<file path="src/rtl/uart_tx.sv">
// UART transmitter: start bit, DATA_WIDTH data bits LSB first, even parity, stop bit.
// Bit period is 16 oversample ticks, matching the receiver's timing arithmetic.
module uart_tx #(
  parameter int CLK_FREQ   = 50_000_000,
  parameter int BAUD_RATE  = 115_200,
  parameter int DATA_WIDTH = 8
) (
  input  logic                  clk,
  input  logic                  reset,
  input  logic [DATA_WIDTH-1:0] tx_data,
  input  logic                  tx_valid,
  output logic                  tx_ready,
  output logic                  TxD,
  output logic                  busy,
  output logic                  tx_done
);

  localparam int CYCLES_PER_TICK = CLK_FREQ / (BAUD_RATE * 16);
  localparam int CYCLES_PER_BIT  = CYCLES_PER_TICK * 16;
  localparam int BCW             = $clog2(CYCLES_PER_BIT);
  localparam int DCW             = $clog2(DATA_WIDTH) + 1;
  localparam logic [BCW-1:0] BIT_LAST  = BCW'(CYCLES_PER_BIT - 1);
  localparam logic [DCW-1:0] DATA_LAST = DCW'(DATA_WIDTH - 1);

  typedef enum logic [2:0] {IDLE, START, DATA, PARITY, STOP} state_t;

  state_t                state;
  logic [BCW-1:0]        bit_cnt;
  logic [DCW-1:0]        data_cnt;
  logic [DATA_WIDTH-1:0] shreg;
  logic                  parity;

  always_ff @(posedge clk or negedge reset) begin
    if (!reset) begin
      state    <= IDLE;
      bit_cnt  <= '0;
      data_cnt <= '0;
      shreg    <= '0;
      parity   <= 1'b0;
      TxD      <= 1'b1;
      tx_ready <= 1'b1;
      busy     <= 1'b0;
      tx_done  <= 1'b0;
    end else begin
      tx_done <= 1'b0;
      case (state)
        IDLE: begin
          bit_cnt  <= '0;
          data_cnt <= '0;
          if (tx_valid) begin
            shreg    <= tx_data;
            parity   <= ^tx_data;
            TxD      <= 1'b0;
            state    <= START;
            busy     <= 1'b1;
            tx_ready <= 1'b0;
          end
        end
        default: begin
          if (bit_cnt == BIT_LAST) begin
            bit_cnt <= '0;
            // Each bit boundary decides what TxD carries for the next period.
            case (state)
              START: begin
                TxD   <= shreg[0];
                shreg <= shreg >> 1;
                state <= DATA;
              end
              DATA: begin
                if (data_cnt == DATA_LAST) begin
                  data_cnt <= '0;
                  TxD      <= parity;
                  state    <= PARITY;
                end else begin
                  data_cnt <= data_cnt + DCW'(1);
                  TxD      <= shreg[0];
                  shreg    <= shreg >> 1;
                end
              end
              PARITY: begin
                TxD   <= 1'b1;
                state <= STOP;
              end
              STOP: begin
                state    <= IDLE;
                tx_done  <= 1'b1;
                busy     <= 1'b0;
                tx_ready <= 1'b1;
              end
              default: state <= IDLE;
            endcase
          end else begin
            bit_cnt <= bit_cnt + BCW'(1);
          end
        end
      endcase
    end
  end

endmodule

</file>
<file path="config.mk">
export PLATFORM = sky130hd
export DESIGN_NAME = uart_tx
export DESIGN_NICKNAME = d
export VERILOG_FILES = /design/src/rtl/uart_tx.sv
export SDC_FILE = /design/constraint.sdc
export NUM_CORES = 1
export LEC_CHECK = 0
export BUFFER_PORTS_ARGS = -buffer_cell sky130_fd_sc_hd__buf_2
export CORE_MARGIN = 3
export CORE_UTILIZATION = 52
export CTS_CLUSTER_DIAMETER = 60
export DETAILED_ROUTE_END_ITERATION = 16
export GPL_TIMING_DRIVEN = 0
export PLACE_DENSITY = 0.83
export RECOVER_POWER = 50
export SLEW_MARGIN = 20
export SYNTH_ARGS = -nofsm -noshare
export SYNTH_HDL_FRONTEND = slang
export SYNTH_SLANG_ARGS = --single-unit
</file>
<file path="constraint.sdc">
create_clock -name clk -period 1.8 [get_ports clk]
set_input_delay 0.54 -clock clk [delete_from_list [all_inputs] [get_ports clk]]
set_output_delay 0.54 -clock clk [all_outputs]
set_load 0.02 [all_outputs]
</file>
==> results list <==
* Result of the run: finished, violations left
- Violations in the final reports: max-capacitance violations, max-slew violations
- Across all setup checks in the final design, the least slack found is 71.9 ps.
- OpenSTA, run right after detailed placement, puts the worst setup slack at -128 ps.
- For this block, the via count after detailed routing is 1232.
- Largest incremental delay on the critical path: 380 ps
- Sequential fraction of design power: 46.8%
* Post-synth top area cell: sky130_fd_sc_hd__dfrtp_1
- Final Non-Filler Cells: 207
- Synthesis produced 149 cells.
* Max-cap viol count: 1
* Maximum fanout along the worst path: 10
- The clock network burns 20.7% of the power.
* Cell-by-cell trace of the critical path: buf_2, nor3_4, buf_6, mux2_2, mux2_4
- Per report_power, the combinational group accounts for 32.6% of the total.
- Area overhead of the layout relative to synthesis: 14.4%
- For this design, the sink count on the clock tree is 29.
- Power spread over the standard cell area amounts to 1140 nW/um2.
- STA classifies the critical path startpoint as a register.
- Detailed Place HPWL: 2160 um
- Placed Cells incl. Taps: 194
- Largest delay share family, worst path: multiplexers
* Antenna Nets Post-Route: 0
* Via count normalized by instance count: 5.95
- For this design the top-level I/O count stands at 15.
- After routing the design area is 1800 um2.
* Ranking of synthesized cells by area: sky130_fd_sc_hd__dfrtp_1, sky130_fd_sc_hd__mux2_4, sky130_fd_sc_hd__mux2_2
* Final GP Congestion: 0.828
- The final count of pins violating max slew came to 29.
- For this design, the slowest cell found on the critical path is sky130_fd_sc_hd__dfrtp_1.
- Hold repair after CTS inserted 0 buffers.
- Proportion of synthesized flip-flops having asynchronous set or reset: 100%
* Cell internal power dissipation: 1.40 mW
- Placeable core area: 2830 um2
* Count of standard-cell rows: 19
* Final setup fails: 0
* Final cycle utilization of the critical path: 96.0%
- Critical path class: register to register
- Counting flops with a built-in enable in the synthesized netlist gives 0.
- Max transition margin: -0.248%
* Worst-skew pair later-pin latency: 330 ps
* Switching share of power: 31.8%
- In the routed design, unresolved DRC markers number 0.
- Die W: 61.0 um
- The post-route netlist has 32.4% of its cells at a drive strength greater than 1.
* Number of clock buffers inserted by TritonCTS: 5
- Post-Route WL: 3170 um
- Largest net degree at the start of global routing: 30
- At the worst endpoint, the arrival time is 1960 ps.
- The first global-routing pass estimated 5240 um of wire.
- The floorplan step defined a die boundary enclosing 3720 um2.
- Netlist Area Pre-Place: 1570 um2
- The number of global-route vias before repair was 1166.
- Together, buffers and inverters on the worst path number 2.
- Between clock sinks in the finished design, the worst skew comes to 5.10 ps.
- The routed design could run at a clock period as short as 1730 ps.
- Actual transition at the worst max-transition pin: 1500 ps
* Per-instance average area after synthesis: 10.6 um2
- Initial antenna violation count: 0
- The number of antenna diodes in the final layout is 0.
* Fill count: 214
* Sum of overflow across all layers after global routing: 0
* Number of distinct library cells after synthesis: 43
- Hold WC Path Type: input pin to register
- For this design the static power due to leakage is 0.800 nW.
* Syn nets: 162
* Top library cells by usage in the layout, fill and taps aside: sky130_fd_sc_hd__dfrtp_1, sky130_fd_sc_hd__buf_2, sky130_fd_sc_hd__a21oi_1
* Element type at the critical path end: register
- For this run, the total global-route usage over all layers was measured as 19.5%.
* Max rail drop VDD: 0.864 mV
- For this design the total switching power over the nets is 0.649 mW.
* Top cell type's share of synthesized area: 42.9%
- Data on the critical path is required at its endpoint by 2030 ps.
- The Yosys step of the flow raised 0 warnings.
- TritonCTS clock tree: built
* Port buffer count: 14
- Count of nets after finishing: 188
* Die Y-Extent: 61.0 um
- For this run, the share of the core covered by cells in the final layout is 63.6%.
- The placed instances occupy a cell area of 1690 um2.
- Level count of the clock H-tree: 2
* Final Hold Violating Endpoints: 0
- Most used DFF post-synth: sky130_fd_sc_hd__dfrtp_1
- First DRT Iteration DRCs: 58
- Number of synthesized register bits: 29
- The library cell used most frequently in the layout, excluding fill and tap cells, is sky130_fd_sc_hd__dfrtp_1.
- Once the floorplan was initialized, standard cells occupied 55.6% of the core.
- Before antenna repair, the detailed router went through 4 iterations.
* Part of the Yosys area used for sequential elements: 46.3%
- Based on the critical path, the design can be clocked at up to 0.579 GHz.
* Final routed wire length divided by cell count: 15.3 um
- After clock tree synthesis, the clock-pin slew on the worst setup and hold paths is 90 ps.
- No sink is reached through more buffers than the 2 on the longest clock path.
* Clock Tree Root: sky130_fd_sc_hd__clkbuf_4
## per-layer routing
metal	GRT usage (%)	part of all wire [%]
met3	6.29	6.1
met4	8.67	2.3
met2	32.5	49
met1	23.1	42
met5	0	0
## power by group through the flow
stage / logic, mW / clock network [mW] / registers, mW
2_1_floorplan: 0.480 / 0 / 0.943
3_3_place_gp: 0.581 / 0 / 0.951
3_5_place_dp: 0.615 / 0 / 0.963
4_1_cts: 0.658 / 0.429 / 0.951
5_1_grt: 0.743 / 0.453 / 0.990
6_report: 0.666 / 0.423 / 0.956
## logic make-up after synthesis
| family | after synthesis | synth area share, % |
|---|---|---|
| compound gates | 34 | 13.4 |
| xor+xnor | 13 | 7.23 |
| fa+ha+maj | 2 | 1.59 |
| buf+inv | 13 | 3.90 |
| flops | 29 | 46.3 |
| mux | 14 | 11.4 |
| simple gates | 44 | 16.3 |
## worst paths after layout
path	to	start	cells after the start	slack [ps]
min in group asynchronous	data_cnt[2]	reset	1	550
setup / recovery	shreg[3]	state[2]	5	70
max in group asynchronous	busy	reset	1	370
hold reg to reg	parity	parity	2	490
setup reg to reg	shreg[3]	state[2]	5	70
hold / removal	shreg[7]	tx_data[7]	3	480
## through the flow
step                      hold slack [ps]  setup TNS [ps]  total power [mW]
after floorplan                       244            -185              1.42
after global placement                462            -497              1.53
after detailed placement              473            -748              1.58
after CTS                             230               0              2.04
after global routing                  497           -2.69              2.19
final                                 484               0              2.05
## sequential cells by signal, indices dropped and copies added (netlist names), 3 cells and up
register / cells
bit_cnt: 9
data_cnt: 4
shreg: 8
state: 3
## cell usage after synthesis, types with 2 or more instances
library cell,instances
sky130_fd_sc_hd__a31oi_1,2
sky130_fd_sc_hd__dfrtp_1,27
sky130_fd_sc_hd__nor2b_1,3
sky130_fd_sc_hd__and4_1,2
sky130_fd_sc_hd__buf_2,4
sky130_fd_sc_hd__dfstp_2,2
sky130_fd_sc_hd__clkbuf_1,3
sky130_fd_sc_hd__nand4_1,4
sky130_fd_sc_hd__nand2_1,9
sky130_fd_sc_hd__nand3_1,3
sky130_fd_sc_hd__and3_1,2
sky130_fd_sc_hd__mux2_2,7
sky130_fd_sc_hd__o21ai_0,11
sky130_fd_sc_hd__mux2_4,6
sky130_fd_sc_hd__xnor2_1,9
sky130_fd_sc_hd__ha_1,2
sky130_fd_sc_hd__xor2_1,4
sky130_fd_sc_hd__a21oi_1,11
sky130_fd_sc_hd__nor2_1,10
sky130_fd_sc_hd__inv_1,5
## timing repair
item,in CTS,in global routing
setup buffers,3,4
endpoints found under the hold margin,0,0
pin swaps,2,2
gates resized for setup,5,4
setup endpoints to repair,6,12
cloned,0,0
## final cells by class
cell class	instances	area (um2)	share of cell area, %
Multi-Input combinational cell	107	802	44.5
Buffer	6	32.5	1.81
Clock buffer	8	58.8	3.27
Tap cell	31	38.8	2.15
Inverter	5	18.8	1.04
Sequential cell	29	728	40.4
Timing Repair Buffer	21	121	6.74
## tightest hold or removal path, cell delays in order
cell	delay, ps
sky130_fd_sc_hd__buf_2	110
sky130_fd_sc_hd__inv_1	50
sky130_fd_sc_hd__o32ai_1	80
(Power assumes the default switching activity.)
